### src/rtl/usb_rx_byte_pacer.sv
`default_nettype none
// ============================================================================
// usb_rx_byte_pacer : elastic byte FIFO that replays bytes as paced 1-cycle strobes
// Option macro: USB_RX_OVF_STICKY_EN (sticky overflow flag)     Rev 1.0
// ============================================================================
module usb_rx_byte_pacer #(
    parameter int DEPTH      = 64,
    parameter int GAP_CYCLES = 1
) (
    input  logic                   clk,
    input  logic                   rst_n,
    input  logic [7:0]             in_data,
    input  logic                   in_valid,
    output logic                   in_ready,
    output logic [7:0]             out_data,
    output logic                   out_valid,
    output logic [$clog2(DEPTH):0] fifo_level,
    output logic                   overflow,
    input  logic                   ovf_clr
);
    localparam int LVL_W = $clog2(DEPTH) + 1;
    localparam int PTR_W = $clog2(DEPTH);
    localparam int GAP_W = $clog2(GAP_CYCLES + 1);
    localparam logic [LVL_W-1:0] c_full_level = LVL_W'(DEPTH);
    localparam logic [GAP_W-1:0] c_gap_load   = GAP_W'(GAP_CYCLES - 1);

    typedef enum logic [1:0] {
        S_IDLE   = 2'd0,
        S_STROBE = 2'd1,
        S_GAP    = 2'd2
    } state_t;

    logic [7:0]       r_mem [DEPTH];
    logic [PTR_W-1:0] r_wr_ptr;
    logic [PTR_W-1:0] r_rd_ptr;
    logic [LVL_W-1:0] r_count;
    state_t           r_state;
    state_t           w_state_next;
    logic [GAP_W-1:0] r_gap_cnt;
    logic [GAP_W-1:0] w_gap_next;
    logic             w_full;
    logic             w_empty;
    logic             w_push;
    logic             w_pop;
    logic             w_drop;

    // Full/empty come from the registered count, so a same-cycle pop never frees a slot early.
    assign w_full   = (r_count == c_full_level);
    assign w_empty  = (r_count == '0);
    assign w_push   = in_valid && !w_full;
    assign w_drop   = in_valid && w_full;
    assign in_ready = !w_full;
    assign fifo_level = r_count;

    always_comb begin
        w_state_next = r_state;
        w_gap_next   = r_gap_cnt;
        w_pop        = 1'b0;
        unique case (r_state)
            S_IDLE: begin
                if (!w_empty) begin
                    w_pop        = 1'b1;
                    w_state_next = S_STROBE;
                end
            end
            S_STROBE: begin
                w_gap_next   = c_gap_load;
                w_state_next = S_GAP;
            end
            S_GAP: begin
                if (r_gap_cnt == '0) begin
                    w_state_next = S_IDLE;
                end else begin
                    w_gap_next = r_gap_cnt - GAP_W'(1);
                end
            end
            default: begin
                w_state_next = S_IDLE;
            end
        endcase
    end

    always_ff @(posedge clk or negedge rst_n) begin
        if (!rst_n) begin
            r_state   <= S_IDLE;
            r_gap_cnt <= '0;
        end else begin
            r_state   <= w_state_next;
            r_gap_cnt <= w_gap_next;
        end
    end

    // Storage carries no reset; validity is tracked entirely by the pointers and count.
    always_ff @(posedge clk) begin
        if (w_push) begin
            r_mem[r_wr_ptr] <= in_data;
        end
    end

    always_ff @(posedge clk or negedge rst_n) begin
        if (!rst_n) begin
            r_wr_ptr  <= '0;
            r_rd_ptr  <= '0;
            r_count   <= '0;
            out_data  <= 8'h00;
            out_valid <= 1'b0;
        end else begin
            out_valid <= w_pop;
            if (w_push) begin
                r_wr_ptr <= r_wr_ptr + PTR_W'(1);
            end
            if (w_pop) begin
                out_data <= r_mem[r_rd_ptr];
                r_rd_ptr <= r_rd_ptr + PTR_W'(1);
            end
            if (w_push && !w_pop) begin
                r_count <= r_count + LVL_W'(1);
            end else if (w_pop && !w_push) begin
                r_count <= r_count - LVL_W'(1);
            end
        end
    end

`ifdef USB_RX_OVF_STICKY_EN
    // A drop wins over a simultaneous clear so no overflow event is ever lost.
    always_ff @(posedge clk or negedge rst_n) begin
        if (!rst_n) begin
            overflow <= 1'b0;
        end else if (w_drop) begin
            overflow <= 1'b1;
        end else if (ovf_clr) begin
            overflow <= 1'b0;
        end
    end
`else
    logic w_unused_ovf_clr;
    assign w_unused_ovf_clr = ovf_clr;

    always_ff @(posedge clk or negedge rst_n) begin
        if (!rst_n) begin
            overflow <= 1'b0;
        end else begin
            overflow <= w_drop;
        end
    end
`endif

`ifndef SYNTHESIS
    a_single_cycle_strobe: assert property (@(posedge clk) disable iff (!rst_n)
        out_valid |=> !out_valid);
    a_level_bound: assert property (@(posedge clk) disable iff (!rst_n)
        r_count <= c_full_level);
`endif

endmodule
`default_nettype wire

### config.mk
export PLATFORM = sky130hd
export DESIGN_NAME = usb_rx_byte_pacer
export DESIGN_NICKNAME = d
export VERILOG_FILES = /design/src/rtl/usb_rx_byte_pacer.sv
export SDC_FILE = /design/constraint.sdc
export NUM_CORES = 1
export LEC_CHECK = 0
export ABC_AREA = 1
export BUFFER_PORTS_ARGS = -buffer_cell sky130_fd_sc_hd__buf_2
export CELL_PAD_IN_SITES_DETAIL_PLACEMENT = 0
export CELL_PAD_IN_SITES_GLOBAL_PLACEMENT = 1
export CORE_MARGIN = 4
export CORE_UTILIZATION = 50
export CTS_BUF_LIST = sky130_fd_sc_hd__clkbuf_4
export DETAILED_ROUTE_END_ITERATION = 10
export GPL_ROUTABILITY_DRIVEN = 1
export HOLD_SLACK_MARGIN = 0.08
export PLACE_DENSITY_LB_ADDON = 0.2
export RECOVER_POWER = 50
export SYNTH_ARGS = -nofsm -noshare
export SYNTH_HDL_FRONTEND = slang
export SYNTH_SLANG_ARGS = --single-unit
export TNS_END_PERCENT = 20
### constraint.sdc
create_clock -name clk -period 3.05 [get_ports clk]
set_input_delay 0.1525 -clock clk [delete_from_list [all_inputs] [get_ports clk]]
set_output_delay 0.1525 -clock clk [all_outputs]
set_load 0.02 [all_outputs]
======== Word-level counts from Yosys, hierarchy flattened ========
Memories as Yosys holds them, arrays and structs flattened. A register that Yosys moved wholly into a read port is not among the register bits.
Cells that the tools add are included.
Widths: inputs -> output; s select.
storage, ports and cells
  bits in registers ....................... 24
  bits in writable memories ............... 512
  memories ................................ 1
  output and inout bits ................... 18
memory list
  name   depth  bits a word  rd ports  clocked after Yosys merged registers in  wr ports  RTL line  source
  r_mem  64     8            1         1                                        1         33        logic [7:0] r_mem [DEPTH];
cells by class
  add/sub/neg operators ................... 5
  eq/ne operators ......................... 5
  muxes and demuxes ....................... 11
  reductions and logical operators ........ 13
operator list
  operator             number
  $mux 7               2
  $add 6x1->6 const B  2
  $add 7x1->7 const B  1
  $eq 7x7->1 const B   1
  $logic_not 7->1      1
  $sub 7x1->7 const B  1
  $pmux 2 s3           1
  $mux 1               5
  $logic_and 1x1->1    4
  $logic_not 1->1      4
  $mux 2               2
  $ne 2x2->1 const B   2
  $reduce_bool 2->1    2
  $eq 2x1->1 const B   1
  $eq 2x2->1 const B   1
  $logic_not 2->1      1
  $pmux 1 s2           1
  $reduce_and 2->1     1
  $sub 1x1->1 const B  1

======== Logic depth before layout (Yosys ltp) ========
Gate-level depths: netlist of run 1.
  word-level depth ........................ 7
  depth in mapped cells ................... 18
  gate-level depth less buffers ........... 17

======== Worst setup path after synthesis of run 1 ========
No wires, ideal clock.
  path type ............................... register -> register
  start point ............................. register r_count[0] (netlist: fifo_level[0])
  end point ............................... register r_count[6] (netlist: fifo_level[6])
  setup slack ............................. 280 ps
  data arrival time ....................... 2,647 ps
  clock period less this slack ............ 2,770 ps
  data required time ...................... 2,927 ps
  cell stages (with the launch flop) ...... 18
  library setup time ...................... 123 ps
  path through ............................ dfrtp_1 inv_1 nand3_1 nor3_1 inv_1 nand2_1 clkbuf_1 ha_1 inv_1 ha_1 a21oi_1 nand2_1 nand2_1 nand2_1 a21oi_1 nor2_1 o21ai_0 nand2_1
between the ends
  cells in the longest elaborated chain, start to end .. 6
ends and longest elaborated chain
  what                                                                 RTL line  source
  from (decl)                                                          36        logic [LVL_W-1:0] r_count;
  from (signal assigned)                                               117       r_count <= r_count + LVL_W'(1);
  from (signal assigned)                                               119       r_count <= r_count - LVL_W'(1);
  parallel branches: the longest is 6 deep, another holds $sub 7x1->7  --
Several ways; the timed one is not identified. The select of a mux whose other input is x is not followed.
A chain may end at the register's enable or synchronous reset.

======== Worst setup path after layout of run 1 ========
  start point ............................. register r_count[0] (netlist: fifo_level[0])
  end point ............................... memory r_mem[16][3] (enable)
between the ends
  cells in the longest elaborated chain, start to end .. 5
ends and longest elaborated chain
  what                          RTL line  source
  $eq 7x7->1                    48        assign w_full = (r_count == c_full_level);
  $logic_not 1->1               50        assign w_push = in_valid && !w_full;
  $logic_and 1x1->1             50
  $mux 1                        95        if (w_push) begin
  $mux 1 (implied by the code)  96        r_mem[r_wr_ptr] <= in_data;
  to (decl)                     33
Every way passes these cells.

==> results of run 1 <==
-- flip-flops by register name, summed over array words and instances (netlist names) --
register / count
r_mem: 512
r_state: 2
overflow: 1
out_data: 8
fifo_level: 7
r_wr_ptr: 6
out_valid: 1
r_rd_ptr: 6
-- placed cells by master (no fill, tap or decap) --
cell type,instances
a21oi_1,37
and2_1,1
buf_12,9
buf_2,20
buf_4,40
bufinv_16,2
clkbuf_1,17
clkbuf_2,3
clkbuf_4,217
clkinv_1,27
clkinv_2,4
dfrtp_1,29
dfrtp_4,2
diode_2,2
dlygate4sd3_1,12
edfxtp_1,512
fa_1,1
ha_1,9
inv_1,189
inv_2,4
inv_4,1
inv_6,1
nand2_1,740
nand3_1,283
nand3b_1,1
nand4_1,1
nand4_2,6
nor2_1,156
nor3_1,4
o211ai_1,24
o21ai_0,23
o21ai_1,1
or2_2,1
xnor2_1,2
xor2_1,10
-- synth_stat cells --
cell	count
or2_2	1
a21oi_1	37
nor2_1	156
nor3_1	4
buf_4	14
and2_1	1
inv_2	2
o211ai_1	24
nand3_1	283
dfrtp_1	31
edfxtp_1	512
clkinv_1	2
nand4_2	6
ha_1	9
nand4_1	1
buf_6	11
xor2_1	10
nand2_1	740
buf_8	1
clkbuf_1	26
buf_1	8
inv_1	190
xnor2_1	2
fa_1	1
nand3b_1	1
o21ai_1	1
buf_2	49
o21ai_0	23
-- logic make-up (layout without fill, tap and decap cells) --
group | after synthesis | in the layout | share of synthesized area
other cells | 0 | 2 | 0
fa+ha+maj | 10 | 10 | 0.00574
xor+xnor | 12 | 12 | 0.00455
compound gates | 85 | 85 | 0.0210
flops | 543 | 543 | 0.699
buf+inv | 303 | 546 | 0.0582
simple gates | 1193 | 1193 | 0.212
-- per-layer routing --
layer,vias up,GRT usage
li1,7525,-
met1,7379,0.307
met2,501,0.373
met3,104,0.0712
met4,0,0.0849
met5,-,0
-- stage by stage --
step,cells,setup WS [ns],hold WS [ns]
CTS,2989,0.300,0.0945
global placement,2725,0.339,0.254
detailed placement,2725,0.307,0.259
finish,2991,0.270,0.430
floorplan,2146,0.280,-0.143
global route,2991,0.112,0.448
-- power by group --
| group | switching [W] | internal, W | leakage (nW) |
|---|---|---|---|
| combinational | 0.00586 | 0.00233 | 4.34 |
| sequential | 0.000298 | 0.00863 | 4.98 |
| clock | 0.00291 | 0.00340 | 1.09 |
-- worst max path at each step --
stage,from,to,slack [ns],cells after the start
3_3_place_gp,fifo_level[0],r_mem[51][4],0.34,7
2_1_floorplan,fifo_level[0],fifo_level[6],0.28,17
6_report,fifo_level[0],r_mem[16][3],0.27,7
4_1_cts,fifo_level[0],r_mem[4][3],0.30,7
5_1_grt,fifo_level[0],r_mem[44][7],0.11,7
3_5_place_dp,fifo_level[0],r_mem[51][2],0.31,7
-- area by class of cell --
class / count / area, um^2 / share of cell area
Antenna cell: 2 / 5.00 / 0.000193
Clock buffer: 217 / 1630 / 0.0630
Clock inverter: 34 / 185 / 0.00716
Inverter: 194 / 736 / 0.0284
Multi-Input combinational cell: 1300 / 5620 / 0.217
Sequential cell: 543 / 16200 / 0.625
Tap cell: 600 / 751 / 0.0290
Timing Repair Buffer: 101 / 779 / 0.0301
==> impl_metrics.tcl, run 1 <==
set metrics [dict create \
    fin_crit_sh 0.912 \
    grt_overflow 0 \
    ios 30 \
    slowest_delay_ns 0.81 \
    hold_violations 0 \
    ant_nets 0 \
    hp-start "r_state[1]" \
    ir_worst_vdd_mv 0.699 \
    fp.coreArea_mm2 0.0456 \
    maxCapViolCount 8 \
    fp.dieW_um 223 \
    cts_root_buf "clkbuf_4" \
    worst-setup-path-type "reg -> reg" \
    finClkSkew_ns 0.0424 \
    cts_buffers 142 \
    outcome "finished, violations left" \
    grt_pass1_wl_mm 88.7 \
    final_nets 2304 \
    dr.pass1.iters 5 \
    highest_layer "met4" \
    post-route-min-period_ns 2.78 \
    rows 78 \
    yosysTopAreaCellShare 0.665 \
    rsz0062_at_grt "no" \
    wl_met1_mm 24.2 \
    post_cts_resize_count 0 \
    grt_pass1_vias 15639 \
    io_buffers 28 \
    p_leak_nw 10.4 \
    track_usage 0.234 \
    ys_types 28 \
    worstPathMaxFanout 12 \
    critPathArrivalTime_ns 3.33 \
    yosysTopAreaCell "edfxtp_1" \
    synthesis.area_mm2 0.0231 \
    synthCells 2146 \
    synth.area.top_cells "edfxtp_1 67%, nand2_1 12%, nand3_1 6.1%, dfrtp_1 3.4%, inv_1 3.1%" \
    die_y_um 223 \
    clkLatencyLatePin_ns 0.96 \
    initial_utilization 0.507 \
    crit_slowest_cell "nor2_1" \
    post-route-util 0.568 \
    synth_nets 2168 \
    drc 0 \
    total_power_w 0.0234 \
    drive_gt1_frac 0.130 \
    wirelength_mm 57.0 \
    cts_htree_levels 4 \
    via_per_inst 5.19 \
    slew_viol_final 379 \
    wl_per_cell_um 19.1 \
    hold_class "reg -> reg" \
    drt_iter0_markers 1254 \
    cts_num_sinks 543 \
    worstReg2RegStart "fifo_level[0]" \
    max_slew_margin -0.735 \
    violations "max-capacitance violations, max-slew violations" \
    cpLargestDelayFamily "simple AND/OR/NAND/NOR gates" \
    wl_met3_mm 4.33 \
    fmax_mhz 360 \
    ys_ff_latch 543 \
    clk_path_buf_depth 3 \
    area_growth_pct 11.9 \
    cp-end-kind "flip-flop" \
    final_area_mm2 0.0259 \
    ctsHoldBuffers 13 \
    critPathLaunchType "flip-flop" \
    grt_max_degree 154 \
    power.density_mw_per_mm2 905 \
    antenna_found_initial 2 \
    wl_met2_mm 27.0 \
    crit_top_cell "nor2_1" \
    synth_area_per_cell_um2 10.8 \
    worstPathRequired_ns 3.60 \
    r2r_slack_ns 0.27 \
    min_to "r_state[1]" \
    whs_path_depth 1 \
    r2r-end "r_mem[16][3]" \
    reg2reg_depth 7 \
    num_vias 15509 \
    fin_tns_setup_ns 0 \
    die_area_mm2 0.0497 \
    worstMarginPinSlew_ns 2.60 \
    gp_congestion 0.830 \
    ys_seq_area_frac 0.699 \
    post-cts-setup-buffers 0 \
    finalSetupViolations 0 \
    hpwl_mm 33.3 \
    crit_chain "inv_1, nand3_1, nor3_1, nor2_1, buf_4, nand4_2, nor2_1" \
    synth_warnings 0 \
    fillers 3985 \
    cts_tree "done" \
    cp.buffers_inverters 2 \
    dpl_cell_area_mm2 0.0240 \
    path_clk_slew_ns 0.06 \
]
No activity file was read; power rests on OpenSTA's default activity.
==> run 2, diff against run 1 <==
--- a/config.mk
+++ b/config.mk
@@ -6,7 +6,7 @@
 export NUM_CORES = 1
 export LEC_CHECK = 0
 export ABC_AREA = 1
-export BUFFER_PORTS_ARGS = -buffer_cell sky130_fd_sc_hd__buf_2
+export BUFFER_PORTS_ARGS = -buffer_cell sky130_fd_sc_hd__buf_4
 export CELL_PAD_IN_SITES_DETAIL_PLACEMENT = 0
 export CELL_PAD_IN_SITES_GLOBAL_PLACEMENT = 1
 export CORE_MARGIN = 4
==> constraint.sdc (replaced) <==
create_clock -name clk -period 2.7 [get_ports clk]
set_input_delay 0.135 -clock clk [delete_from_list [all_inputs] [get_ports clk]]
set_output_delay 0.135 -clock clk [all_outputs]
set_load 0.02 [all_outputs]
==> run 2 against run 1 <==
Effect of this change:
- the run still ends with max-capacitance violations, max-slew violations left
- worst hold slack got worse by 0.00090 ns
- register-to-register slack worse by 0.14 ns
- maximum frequency up 8.1%
- global-route usage shrank 0.076 points
- via count rose by 0.29%
- first-iteration DRC count shrank 2.4%
- core utilization increased by 0.40 points
- power increased by 16%
- sequential cell count unchanged
- sequential share of layout area shrank 0.43 points
- largest cell class unchanged
- routed wire length grew 1.1%
- non-clock buffer count is 6 lower
==> impl_metrics.tcl, run 2 (synthesis results as in run 1) <==
set metrics [dict create \
    finClkSkew_ns 0.0425 \
    grt_overflow 0 \
    wl_met1_mm 25.5 \
    grt_max_degree 125 \
    antenna_found_initial 2 \
    hold_class "reg -> reg" \
    ant_nets 0 \
    rows 78 \
    worstMarginPinSlew_ns 1.90 \
    post-route-min-period_ns 2.57 \
    timing.final.ws_setup_ns 0.127 \
    cts_htree_levels 4 \
    finalSetupViolations 0 \
    cts_tree "done" \
    max_slew_margin -0.269 \
    area_growth_pct 12.7 \
    gp_congestion 0.864 \
    p_leak_nw 10.5 \
    switchingPower_w 0.0104 \
    wirelength_mm 57.7 \
    multi_input_area_mm2 0.00565 \
    slew_viol_final 552 \
    worstPathRequired_ns 3.29 \
    num_vias 15554 \
    wl_met2_mm 27.0 \
    critPathLaunchType "flip-flop" \
    highest_layer "met4" \
    cts_num_sinks 543 \
    clkLatencyLatePin_ns 0.97 \
    internal-power_w 0.0166 \
    drt_iter0_markers 1224 \
    total_power_w 0.0271 \
    violations "max-capacitance violations, max-slew violations" \
    cts_root_buf "clkbuf_4" \
    post-place-ws_ns 0.0381 \
    fillers 3951 \
    largest_reg_flops 512 \
    final_common_cell "nand2_1" \
    die_area_mm2 0.0497 \
    fp.coreArea_mm2 0.0456 \
    initial_utilization 0.507 \
    fin_tns_setup_ns 0 \
    final_area_mm2 0.0260 \
    clk_path_buf_depth 3 \
    drc 0 \
    drive_gt1_frac 0.139 \
    maxCapViolCount 9 \
    wl_per_cell_um 19.3 \
    power_frac_comb 0.355 \
    largest-register "r_mem" \
    worst-setup-path-type "reg -> reg" \
    regArea_mm2 0.0162 \
    hpwl_mm 33.2 \
    layout_common_cells "740 x nand2_1, 512 x edfxtp_1, 283 x nand3_1" \
    grt_pass1_wl_mm 88.2 \
    path_clk_slew_ns 0.06 \
    outcome "finished, violations left" \
    grt_pass1_vias 15400 \
    track_usage 0.234 \
    fin_crit_sh 0.953 \
    worstPathMaxFanout 12 \
    fmax_mhz 389 \
    ios 30 \
    cp-end-kind "flip-flop" \
    fp.dieW_um 223 \
    dpl_cell_area_mm2 0.0240 \
    critPathArrivalTime_ns 3.16 \
    ir_worst_vdd_mv 0.707 \
    hold_violations 0 \
    pwr-share-seq 0.373 \
    swShare 0.386 \
    die_y_um 223 \
    wl_met3_mm 3.56 \
    power.density_mw_per_mm2 1040 \
    clock_power_share 0.272 \
    io_buffers 28 \
    final_nets 2300 \
    dr.pass1.iters 5 \
    via_per_inst 5.20 \
    cts_buffers 144 \
    post-cts-setup-buffers 0 \
    post-route-util 0.572 \
]
[run 2: cell types whose count changed in the layout (fill, tap and decap cells not counted), moves of 3 or more]
cell	change
inv_2	+3
clkbuf_1	-15
buf_4	+22
buf_2	-20
clkbuf_2	+5
[run 2: power groups by stage]
stage	sequential [W]	combinational [W]	clock, W
2_1_floorplan	0.0102	0.00624	0
3_3_place_gp	0.0102	0.00945	0
3_5_place_dp	0.0103	0.00955	0
4_1_cts	0.0101	0.00960	0.00755
5_1_grt	0.0101	0.0106	0.00810
6_report	0.0101	0.00961	0.00735
[run 2: final timing paths]
| check | start | cells after the start | end | slack, ns |
|---|---|---|---|---|
| worst max-delay path | fifo_level[1] | 7 | r_mem[55][1] | 0.13 |
| worst min-delay path | r_state[1] | 1 | r_state[1] | 0.43 |
| worst max register to register | fifo_level[1] | 7 | r_mem[55][1] | 0.13 |
| worst min register to register | r_state[1] | 1 | r_state[1] | 0.43 |
| max in group asynchronous | rst_n | 4 | r_rd_ptr[0] | 0.43 |
| min in group asynchronous | rst_n | 4 | r_state[1] | 0.88 |
[run 2: layout make-up]
type	instances	share of cell area
timing repair buffer	95	0.0328
clock inverter	40	0.0104
sequential	543	0.620
multi-input combinational	1300	0.217
antenna	3	0.000288
clock buffer	216	0.0623
tap	600	0.0288
inverter	194	0.0282
[run 2: metal layers]
layer	vias up	GRT usage
met2	497	0.362
met5	-	0
met4	0	0.0829
li1	7502	-
met3	109	0.0618
met1	7446	0.322
[run 2: critical path: stages (launching register included)]
cell     delay [ns]
dfrtp_1        0.40
inv_1          0.09
nand3_1        0.16
nor3_2         0.07
nor2_1         0.14
buf_4          0.24
nand2_1        0.38
nor2_1         0.74
[run 2: through the flow]
stage	cells	hold slack [ns]
6_report	2991	0.429
5_1_grt	2990	0.466
4_1_cts	2988	0.0963
3_5_place_dp	2719	0.111
3_3_place_gp	2719	0.103
2_1_floorplan	2146	-0.161
[run 2: repair_timing]
action	in CTS	in global routing
setup endpoints to repair	0	5
gates resized for setup	0	6
hold buffers	13	0
hold endpoints to repair	604	0
